### src/rtl/fp_mul_pipe.sv
// fp_mul_pipe: three-stage floating-point multiplier with valid/ready,
// round-to-nearest-even, special values and exception flags.
module fp_mul_pipe #(
   parameter int EXP_W = 5,
   parameter int MAN_W = 10
) (
   input  logic                 clk,
   input  logic                 rst_n,
   input  logic                 in_valid,
   output logic                 in_ready,
   input  logic [EXP_W+MAN_W:0] a,
   input  logic [EXP_W+MAN_W:0] b,
   output logic                 out_valid,
   input  logic                 out_ready,
   output logic [EXP_W+MAN_W:0] o,
   output logic [3:0]           flags
);

   localparam int W    = 1 + EXP_W + MAN_W;
   localparam int E2   = EXP_W + 2;
   localparam int PW   = 2 * MAN_W + 2;
   localparam int BIAS = 2 ** (EXP_W - 1) - 1;
   localparam int EMAX = 2 ** EXP_W - 1;

   localparam logic [W-1:0] QNAN =
      {1'b0, {EXP_W{1'b1}}, 1'b1, {(MAN_W-1){1'b0}}};

   typedef enum logic [1:0] {
      K_NORM, K_ZERO, K_INF, K_NAN
   } kind_e;

   logic en;

   // ---------------- S1: unpack / classify ----------------
   logic             sa, sb;
   logic [EXP_W-1:0] ea, eb;
   logic [MAN_W-1:0] fa, fb;
   logic             a_zero, b_zero, a_inf, b_inf, a_nan, b_nan;

   assign {sa, ea, fa} = a;
   assign {sb, eb, fb} = b;
   assign a_zero = (ea == '0);
   assign b_zero = (eb == '0);
   assign a_inf  = (&ea) & ~(|fa);
   assign b_inf  = (&eb) & ~(|fb);
   assign a_nan  = (&ea) & (|fa);
   assign b_nan  = (&eb) & (|fb);

   kind_e                s1_kind_d, s1_kind_q;
   logic                 s1_inv_d, s1_inv_q;
   logic signed [E2-1:0] s1_exp_d, s1_exp_q;
   logic                 s1_v_q, s1_sign_q;
   logic [MAN_W:0]       s1_ma_q, s1_mb_q;

   // subnormals count as zero here, so Inf x subnormal is invalid
   always_comb begin
      s1_kind_d = K_NORM;
      s1_inv_d  = 1'b0;
      if (a_nan | b_nan) begin
         s1_kind_d = K_NAN;
      end else if ((a_inf & b_zero) | (b_inf & a_zero)) begin
         s1_kind_d = K_NAN;
         s1_inv_d  = 1'b1;
      end else if (a_inf | b_inf) begin
         s1_kind_d = K_INF;
      end else if (a_zero | b_zero) begin
         s1_kind_d = K_ZERO;
      end
   end

   assign s1_exp_d = $signed({2'b00, ea}) + $signed({2'b00, eb})
                   - $signed(E2'(BIAS));

   always_ff @(posedge clk or negedge rst_n) begin
      if (!rst_n) begin
         s1_v_q    <= 1'b0;
         s1_sign_q <= 1'b0;
         s1_kind_q <= K_NORM;
         s1_inv_q  <= 1'b0;
         s1_exp_q  <= '0;
         s1_ma_q   <= '0;
         s1_mb_q   <= '0;
      end else if (en) begin
         s1_v_q    <= in_valid;
         s1_sign_q <= sa ^ sb;
         s1_kind_q <= s1_kind_d;
         s1_inv_q  <= s1_inv_d;
         s1_exp_q  <= s1_exp_d;
         s1_ma_q   <= {1'b1, fa};
         s1_mb_q   <= {1'b1, fb};
      end
   end

   // ---------------- S2: mantissa product ----------------
   logic                 s2_v_q, s2_sign_q, s2_inv_q;
   kind_e                s2_kind_q;
   logic signed [E2-1:0] s2_exp_q;
   logic [PW-1:0]        s2_prod_q;

   always_ff @(posedge clk or negedge rst_n) begin
      if (!rst_n) begin
         s2_v_q    <= 1'b0;
         s2_sign_q <= 1'b0;
         s2_kind_q <= K_NORM;
         s2_inv_q  <= 1'b0;
         s2_exp_q  <= '0;
         s2_prod_q <= '0;
      end else if (en) begin
         s2_v_q    <= s1_v_q;
         s2_sign_q <= s1_sign_q;
         s2_kind_q <= s1_kind_q;
         s2_inv_q  <= s1_inv_q;
         s2_exp_q  <= s1_exp_q;
         s2_prod_q <= PW'(s1_ma_q) * PW'(s1_mb_q);
      end
   end

   // ---------------- S3: normalise / round / pack ----------------
   logic [PW-1:0]        pn;
   logic [MAN_W:0]       mant;
   logic [MAN_W+1:0]     mr;
   logic                 guard, sticky, rup, carry;
   logic [E2-1:0]        inc;
   logic signed [E2-1:0] ef;
   logic                 ovf, unf;
   logic [W-1:0]         o_d, o_q;
   logic [3:0]           flags_d, flags_q;
   logic                 out_valid_q;

   // product in [1,4): align so the leading one sits at the MSB
   assign pn     = s2_prod_q[PW-1] ? s2_prod_q : (s2_prod_q << 1);
   assign mant   = pn[PW-1 -: MAN_W+1];
   assign guard  = pn[MAN_W];
   assign sticky = |pn[MAN_W-1:0];
   assign rup    = guard & (sticky | mant[0]);
   assign mr     = {1'b0, mant} + (MAN_W+2)'(rup);
   assign carry  = mr[MAN_W+1];
   assign inc    = E2'(s2_prod_q[PW-1]) + E2'(carry);
   assign ef     = s2_exp_q + $signed(inc);
   assign ovf    = (ef >= $signed(E2'(EMAX)));
   assign unf    = (ef <= $signed(E2'(0)));

   // on a rounding carry mr is 10..0, so its low bits are already 0
   always_comb begin
      o_d     = '0;
      flags_d = 4'b0000;
      unique case (s2_kind_q)
         K_NAN: begin
            o_d     = QNAN;
            flags_d = {s2_inv_q, 3'b000};
         end
         K_INF: o_d = {s2_sign_q, {EXP_W{1'b1}}, {MAN_W{1'b0}}};
         K_ZERO: o_d = {s2_sign_q, {(W-1){1'b0}}};
         default: begin
            if (ovf) begin
               o_d     = {s2_sign_q, {EXP_W{1'b1}}, {MAN_W{1'b0}}};
               flags_d = 4'b0101;
            end else if (unf) begin
               o_d     = {s2_sign_q, {(W-1){1'b0}}};
               flags_d = 4'b0011;
            end else begin
               o_d     = {s2_sign_q, ef[EXP_W-1:0], mr[MAN_W-1:0]};
               flags_d = {3'b000, guard | sticky};
            end
         end
      endcase
   end

   always_ff @(posedge clk or negedge rst_n) begin
      if (!rst_n) begin
         out_valid_q <= 1'b0;
         o_q         <= '0;
         flags_q     <= 4'b0000;
      end else if (en) begin
         out_valid_q <= s2_v_q;
         o_q         <= s2_v_q ? o_d : '0;
         flags_q     <= s2_v_q ? flags_d : 4'b0000;
      end
   end

   assign in_ready  = !out_valid_q || out_ready;
   assign en        = in_ready;
   assign out_valid = out_valid_q;
   assign o         = o_q;
   assign flags     = flags_q;

endmodule

### config.mk
export PLATFORM = sky130hd
export DESIGN_NAME = fp_mul_pipe
export DESIGN_NICKNAME = d
export VERILOG_FILES = /design/src/rtl/fp_mul_pipe.sv
export SDC_FILE = /design/constraint.sdc
export NUM_CORES = 1
export LEC_CHECK = 0
export BUFFER_PORTS_ARGS = -buffer_cell sky130_fd_sc_hd__buf_2
export CAP_MARGIN = 0
export CORE_MARGIN = 2
export CORE_UTILIZATION = 59
export DETAILED_ROUTE_END_ITERATION = 7
export PLACE_DENSITY = 0.78
export SYNTH_ARGS = -nofsm -noshare
export SYNTH_HDL_FRONTEND = slang
export SYNTH_SLANG_ARGS = --single-unit
### constraint.sdc
create_clock -name clk -period 6.28 [get_ports clk]
set_input_delay 0.628 -clock clk [delete_from_list [all_inputs] [get_ports clk]]
set_output_delay 0.628 -clock clk [all_outputs]
set_load 0.03 [all_outputs]
* Word-level counts from Yosys, hierarchy flattened
Index checks and enable logic that the tools add are counted.
** Operators by class
- Magnitude comparators :: 2
- Multiplexer cells :: 15
- Multiply operators :: 1
- Bitwise gates (word level) :: 16
- Reduce and logical (&&, ||, !) cells :: 10
- $add $sub $neg :: 5
- Eq/ne operators :: 3
** Operators by type and width (count)
- one-hot mux 16 bit (3 select lines) :: 1
- two-way mux 15 bit :: 2
- OR reduction 10 bit :: 3
- multiplier 11 x 11 -> 22 bit :: 1
- two-way mux 22 bit :: 1
- two-way mux 16 bit :: 1
- adder 11 x 1 -> 12 bit :: 1
- zero test 5 bit :: 2
- AND reduction 5 bit :: 2
- two-way mux 2 bit :: 4
- one-hot mux 4 bit (2 select lines) :: 1
- adder 7 x 3 -> 7 bit :: 1
- AND 1 bit :: 7
- >= comparator 7 x 6 -> 1 bit, second input constant :: 1
- <= comparator 7 x 1 -> 1 bit, second input constant :: 1
- subtractor 6 x 4 -> 7 bit, second input constant :: 1
- adder 5 x 5 -> 6 bit :: 1
- OR 1 bit :: 6
- equality test 2 bit, second input constant :: 2
- two-way mux 4 bit :: 1
- two-way mux 1 bit :: 3
- two-way mux 3 bit :: 1
- adder 1 x 1 -> 2 bit :: 1
- equality test 2 x 1 -> 1 bit, second input constant :: 1
- 5 further kinds :: 6
** Word-level totals
- Word-level logic and storage cells :: 68
- Register bits :: 89

* Logic depth before layout (Yosys ltp)
Gate-level depths: netlist (run 1).
- Depth after elaboration :: 12
- Depth in mapped cells :: 20
- Depth with buffers taken out :: 18

* Least setup slack after synthesis (run 1)
OpenSTA, ideal clock, no wires.
- Path kind :: register to register
- Start :: register s1_ma_q[10]
- End :: register s2_prod_q[19]
- Data required time :: 6.185 ns
- Arrival time :: 4.902 ns
- Slack :: 1.282 ns
- Stages on the path, launching flop included :: 18
- Path buffers :: 1
- Cell sequence :: dfrtp_1 clkbuf_1 nand2_1 fa_1 fa_1 inv_1 fa_1 fa_1 inv_1 fa_1 inv_1 ha_1 a21oi_1 o21ai_0 nor2b_1 o311ai_0 a21oi_1 o31ai_1
** Between the ends
- Longest elaborated chain between the ends :: 1
** RTL lines
- from (decl) :: RTL line 53 : logic [MAN_W:0] s1_ma_q, s1_mb_q;
- from (signal assigned) :: RTL line 89 : s1_ma_q <= {1'b1, fa};
- multiplier 11 x 11 -> 22 bit :: RTL line 114 : s2_prod_q <= PW'(s1_ma_q) * PW'(s1_mb_q);
- to (signal assigned) :: RTL line 114
- to (decl) :: RTL line 98 : logic [PW-1:0] s2_prod_q;
No other way between the ends.
A chain may end at the register's enable or synchronous reset.

* Worst setup path in the final report (run 1)
Ends and elaborated chain as after synthesis.

==> results.md, run 1 <==
* Unique cell type count in the Yosys netlist at 65
* GR Util met2 at 0.393
* GRT Total Usage at 0.245
* Most instantiated cells after synthesis: nand2_1, inv_1, dfrtp_1, fa_1, ha_1
* Routed WL per cell at roughly 15 um
* Htree depth at 3
* Outcome: complete, no violations
* DRC at 0
* N_diodes at 0
* Met1 usage at 0.340
* Max-Cap Viols at 0
* Pin count of the biggest net entering global routing at 57
* Setup violators final at 0
* Hold slack at about 0.21 ns
* RSZ-0062 raised after global routing: no
* Count leader, synth: nand2_1
* CTS buffer count at 9
* Antenna violations before repair at 0
* Starting Density at 0.603
* Vias in the first global route at 6164
* Placement Rows at 43
* Actual slew at the worst max-slew pin at roughly 0.91 ns
* Leading area contributor after synthesis: dfrtp_1
* Detailed Place HPWL at 12900 um
* Drt total wl at 17000 um
* PortBufs at 57
* Met3 Use GR at 0.0327
* Largest cells by area after synthesis: dfrtp_1, fa_1, ha_1
* Ys flop type: dfrtp_1
* Grt ovf at 0
* CP max FO at 22
* Hold_buf cts at 0
* Synthesis Warnings at 0
* Worst setup EP type: flip-flop
* Hold Vio Cnt, Final at 0
* Tcrit/Tclk final at 0.851
* Critical Path RT at 6.54 ns
* Vias/cell at approximately 5.5
* Yosys reg bits at 88
* Global-route wire length before repair at roughly 29000 um
* Clk buf depth at 2
* DRT iter0 DRCs at approximately 350
* Hold Crit Class: input port to asynchronous set/reset pin
* Clock sink count at 88
* Fillcell total at 1194
* Mapped Cells at between 900 and 1000
* Final Wtd Congestion at just over 0.8
* Vias at around 6400
* Post-synthesis sequential area ratio at 0.263
* DR pass1 iterations at 5
* Fmax at between 0.15 and 0.2 GHz
* Nets at 1156
* Setup TNS at 0 ns
* Syn-to-layout area delta at 8.14%
* Relative slew slack at 0.394
* Startpoint types: flip-flop
* CTS tree: done
* Critical Path AT at ~5.6 ns
* Worst Skew at between 0.005 and 0.006 ns
* Die area at about 0.015 mm2
* Io pins at 58
* WS Path Type: flip-flop to flip-flop
* Final slew viol count at 0
* Register clock-pin slew on the reported worst setup and hold paths at roughly 0.07 ns
* Syn Std Cell Area at 0.00837 mm2
* CTS resizes at 0
* Most used routing layer: met2
* Core area at around 0.014 mm2
* EDFF count, synth at 0
* Root Buffer: clkbuf_16
* Syn_nets at ~1100
* Asr flop ratio synth at 1.00
* Die height at 123 um
* Width of the chip at approximately 120 um
* Synth top area share at 0.263
* Post-CTS Setup Inserts at 0
* Avg Synthesized Cell Area at ~8.9 um2
* ANT nets after route at 0
* Clk_lat worst skew at between 0.3 and 0.4 ns
* Period minus WS final at around 5.3 ns
* Share of cells above drive strength 1 at 0.106
[critical path, stage by stage (launching register included)]
cell	delay, ns
dfrtp_1	0.72
nand2_1	0.16
fa_1	0.52
fa_1	0.55
inv_1	0.05
fa_1	0.50
fa_1	0.54
inv_1	0.05
fa_1	0.53
inv_1	0.04
ha_1	0.35
a21oi_1	0.16
o21ai_0	0.13
nor2b_1	0.17
o311ai_0	0.39
a21oi_1	0.13
o31ai_1	0.24
[path summary, 6_finish.rpt]
check / cells after the start / from / slack (ns) / end
worst min-delay path: 1 / rst_n / 0.21 / o[4]
worst min register to register: 2 / s1_exp_q[2] / 0.47 / s1_exp_q[2]
min in group clk: 2 / s1_exp_q[2] / 0.47 / s1_exp_q[2]
worst max-delay path: 16 / s1_ma_q[10] / 0.93 / s2_prod_q[19]
worst max register to register: 16 / s1_ma_q[10] / 0.93 / s2_prod_q[19]
max in group asynchronous: 2 / rst_n / 4.99 / s1_mb_q[2]
[sequential cells by signal (all words and copies together), names as in the netlist]
| register | cells |
|---|---|
| s1_v_q | 1 |
| s1_kind_q | 2 |
| s1_exp_q | 7 |
| s2_kind_q | 2 |
| s1_inv_q | 1 |
| s1_mb_q | 10 |
| s2_sign_q | 1 |
| s1_ma_q | 11 |
| s1_sign_q | 1 |
| s2_inv_q | 1 |
| s2_prod_q | 22 |
| s2_v_q | 1 |
| out_valid | 1 |
| s2_exp_q | 7 |
| o | 16 |
| flags | 4 |
[final cells by class]
type / count / area (um2) / share of cell area
multi-input cells: 693 / 5570 / 0.615
flip-flops and latches: 88 / 2200 / 0.243
inverters: 112 / 420 / 0.0464
repair buffers: 61 / 318 / 0.0351
clock buffers: 10 / 229 / 0.0253
well taps: 180 / 225 / 0.0249
clock inverters: 6 / 90.1 / 0.00995
[cell usage in the layout, fill, tap and decap left out, types with 4 or more instances in the layout]
| master | count |
|---|---|
| nand3_1 | 13 |
| buf_4 | 5 |
| a21oi_1 | 28 |
| nor4_1 | 7 |
| dfrtp_1 | 88 |
| mux2i_1 | 7 |
| nand2b_1 | 6 |
| nor2_1 | 27 |
| nand4_1 | 10 |
| buf_2 | 56 |
| xor2_1 | 20 |
| nor3_1 | 7 |
| clkbuf_16 | 9 |
| inv_1 | 111 |
| nand2_1 | 219 |
| a22o_2 | 9 |
| and2_1 | 61 |
| o21ai_0 | 25 |
| a221o_1 | 5 |
| xnor2_1 | 14 |
| ha_1 | 73 |
| o21a_1 | 4 |
| nor2b_1 | 4 |
| fa_1 | 82 |
| or3_1 | 4 |
| a21o_1 | 11 |
[logic make-up (layout without fill, tap and decap cells)]
kind of cell,Yosys count,in the layout,share of synthesized area
AO/OA/AOI/OAI,117,117,0.101
flip-flops,88,88,0.263
XOR/XNOR,34,34,0.0356
AND/OR/NAND/NOR,377,377,0.211
adder cells (fa/ha/maj),155,155,0.305
multiplexers,10,10,0.0124
buffers and inverters,159,189,0.0726
[metal layers]
metal	wire length (um)	up-vias
met5	0	-
met2	8350	141
met3	606	33
met1	7710	3101
met4	363	0
li1	-	3082
[metrics by stage]
step           setup WS [ns]  utilization  instances  area [um2]
2_1_floorplan           1.28            -        940        8370
4_1_cts                0.918        0.652       1150        9060
5_1_grt                0.519        0.652       1150        9060
3_3_place_gp            1.02        0.629       1134        8740
3_5_place_dp           0.907        0.629       1134        8740
6_report               0.934        0.652       1150        9060
Power of run 1 is not shown: default switching activity piles up to over one toggle a cycle in this logic, so the estimate is an artifact.
==> run 2: changes to the inputs <==
--- a/config.mk
+++ b/config.mk
@@ -9,6 +9,7 @@
 export CAP_MARGIN = 0
 export CORE_MARGIN = 2
 export CORE_UTILIZATION = 59
+export CTS_BUF_LIST = sky130_fd_sc_hd__clkbuf_8
 export DETAILED_ROUTE_END_ITERATION = 7
 export PLACE_DENSITY = 0.78
 export SYNTH_ARGS = -nofsm -noshare
==> run 2 against run 1 <==
  * Sequential share of layout area grew 0.28 points
  * Largest cell class unchanged
  * Die area is the same
  * Sequential cell count is the same
  * Clock skew is 0.0041 ns higher
  * Global-route usage decreased by 0.26 points
==> results.md, run 2 (same netlist as run 1, synthesis figures left out) <==
* Outcome: complete, no violations
* Most frequent cells in the layout: nand2_1, inv_1, dfrtp_1
* CTS buffer count at 9 (unchanged)
* Final Wtd Congestion at 0.814 (unchanged)
* N_diodes at 0 (unchanged)
* Crit path max-delay cell type: dfrtp_1
* Actual slew at the worst max-slew pin at 0.911 ns (+0.00135 ns)
* CP max FO at 22 (unchanged)
* Fmax at 0.187 GHz (-0.14%)
* Die area at 0.0152 mm2 (unchanged)
* Htree depth at 3 (unchanged)
* Max-Cap Viols at 0 (unchanged)
* DRC at 0 (unchanged)
* Hold Crit Class: input port to asynchronous set/reset pin
* Register bank with the most flops: s2_prod_q
* Setup TNS at 0 ns (unchanged)
* Clock sink count at 88 (unchanged)
* GRT Total Usage at 0.242 (-0.00261)
* Routed WL per cell at 14.7 um (-0.65%)
* ANT nets after route at 0 (unchanged)
* Register clock-pin slew on the reported worst setup and hold paths at 0.10 ns (+0.03 ns)
* Vias in the first global route at 6105 (-0.96%)
* FF-to-FF path depth at 16 (unchanged)
* CTS tree: done
* Width of the chip at 123 um (unchanged)
* Critical Path AT at 5.66 ns (+0.05 ns)
* RSZ-0062 raised after global routing: no
* Hold Vio Cnt, Final at 0 (unchanged)
* Vias at 6300 (-0.90%)
* Grt ovf at 0 (unchanged)
* Critical Path, Cell by Cell: nand2_1, fa_1, fa_1, inv_1, fa_1, fa_1, inv_1, fa_1, inv_1, ha_1, a21oi_1, o21ai_0, nor2b_1, o311ai_0, a21oi_1, o31ai_1
* Period minus WS final at 5.35 ns (+0.00771 ns)
* Share of cells above drive strength 1 at 0.106 (unchanged)
* Post-CTS Setup Inserts at 0 (unchanged)
* Global-route wire length before repair at 28800 um (-0.81%)
* Hold_buf cts at 0 (unchanged)
* Total stage count of the critical path at 16 (unchanged)
* Critical Path RT at 6.58 ns (+0.04 ns)
* Placement Rows at 43 (unchanged)
* Worst setup EP type: flip-flop
* Clk_lat worst skew at 0.39 ns (+0.04 ns)
* Cell family with most CP delay: adder cells
* Antenna violations before repair at 0 (unchanged)
* WS Path Type: flip-flop to flip-flop
* Io pins at 58 (unchanged)
* Largest register FFs at 22 (unchanged)
* Critical R2R Capture: s2_prod_q[19]
* Tcrit/Tclk final at 0.852 (+0.00123)
* Detailed Place HPWL at 12900 um (unchanged)
* Setup violators final at 0 (unchanged)
* Max incr delay on CP at 0.74 ns (+0.02 ns)
* Most frequent cell on the critical path: fa_1
* CTS resizes at 0 (unchanged)
* Worst r2r src: s1_ma_q[10]
* Crit path buf inv count at 3 (unchanged)
* Pin count of the biggest net entering global routing at 57 (unchanged)
* DRT iter0 DRCs at 317 (-9.7%)
* Die height at 123 um (unchanged)
* Dpl cells at 1134 (unchanged)
* Drt total wl at 16900 um (-0.65%)
* PortBufs at 57 (unchanged)
* Syn-to-layout area delta at 6.93%
* Final slew viol count at 0 (unchanged)
* DR pass1 iterations at 4 (-1)
* Critical path origin: s1_ma_q[10]
* Nets at 1156 (unchanged)
* Post-Layout Cell Count at 1150 (unchanged)
* Clk buf depth at 2 (unchanged)
* Reg-to-reg slack, setup at 0.93 ns (about the same)
* Root Buffer: clkbuf_8
* Worst Skew at 0.00922 ns (+0.00411 ns)
* Vias/cell at 5.48 (-0.90%)
* Most common cell after layout, fill and taps aside: nand2_1
* Starting Density at 0.603 (unchanged)
* Startpoint types: flip-flop
* Relative slew slack at 0.393 (-0.000902)
* Core area at 0.0139 mm2 (unchanged)
[run 2: cell count changes in the layout (fill, tap and decap cells not counted)]
cell / before / now
clkbuf_8: 0 / 9
clkbuf_16: 9 / 0
inv_1: 111 / 112
clkbuf_1: 1 / 0
[run 2: area by class of cell]
class | instances | area (um2)
clock inverters | 7 | 93.8
flip-flops and latches | 88 | 2200
clock buffers | 9 | 124
multi-input cells | 693 | 5570
inverters | 112 | 420
well taps | 180 | 225
repair buffers | 61 | 318
fillers | 1209 | 4930
[run 2: through the flow]
| stage | utilization | setup slack (ns) | instance area (um2) | hold WS (ns) |
|---|---|---|---|---|
| floorplan | - | 1.28 | 8370 | 0.332 |
| global placement | 0.629 | 1.02 | 8740 | 0.450 |
| detailed placement | 0.629 | 0.907 | 8740 | 0.456 |
| CTS | 0.645 | 0.913 | 8950 | 0.165 |
| global route | 0.645 | 0.518 | 8950 | 0.191 |
| finish | 0.645 | 0.926 | 8950 | 0.157 |
[run 2: worst register-to-register path, stage by stage (launching register included)]
cell      delay [ns]
dfrtp_1         0.74
nand2_1         0.16
fa_1            0.52
fa_1            0.55
inv_1           0.05
fa_1            0.50
fa_1            0.54
inv_1           0.05
fa_1            0.53
inv_1           0.04
ha_1            0.35
a21oi_1         0.16
o21ai_0         0.13
nor2b_1         0.17
o311ai_0        0.39
a21oi_1         0.13
o31ai_1         0.24
[run 2: metal layers]
metal,routed length [um],vias up,GRT usage
li1,-,3083,-
met5,0,-,0
met4,308,0,0.0866
met2,8150,128,0.385
met1,7860,3064,0.345
met3,604,25,0.0286
[run 2: worst max path at each step]
stage / end / slack [ns]
global route: s2_prod_q[19] / 0.52
floorplan: s2_prod_q[19] / 1.28
CTS: s2_prod_q[21] / 0.91
global placement: s2_prod_q[19] / 1.02
detailed placement: s2_prod_q[19] / 0.91
finish: s2_prod_q[19] / 0.93
Power of run 2 is left out for the same reason.
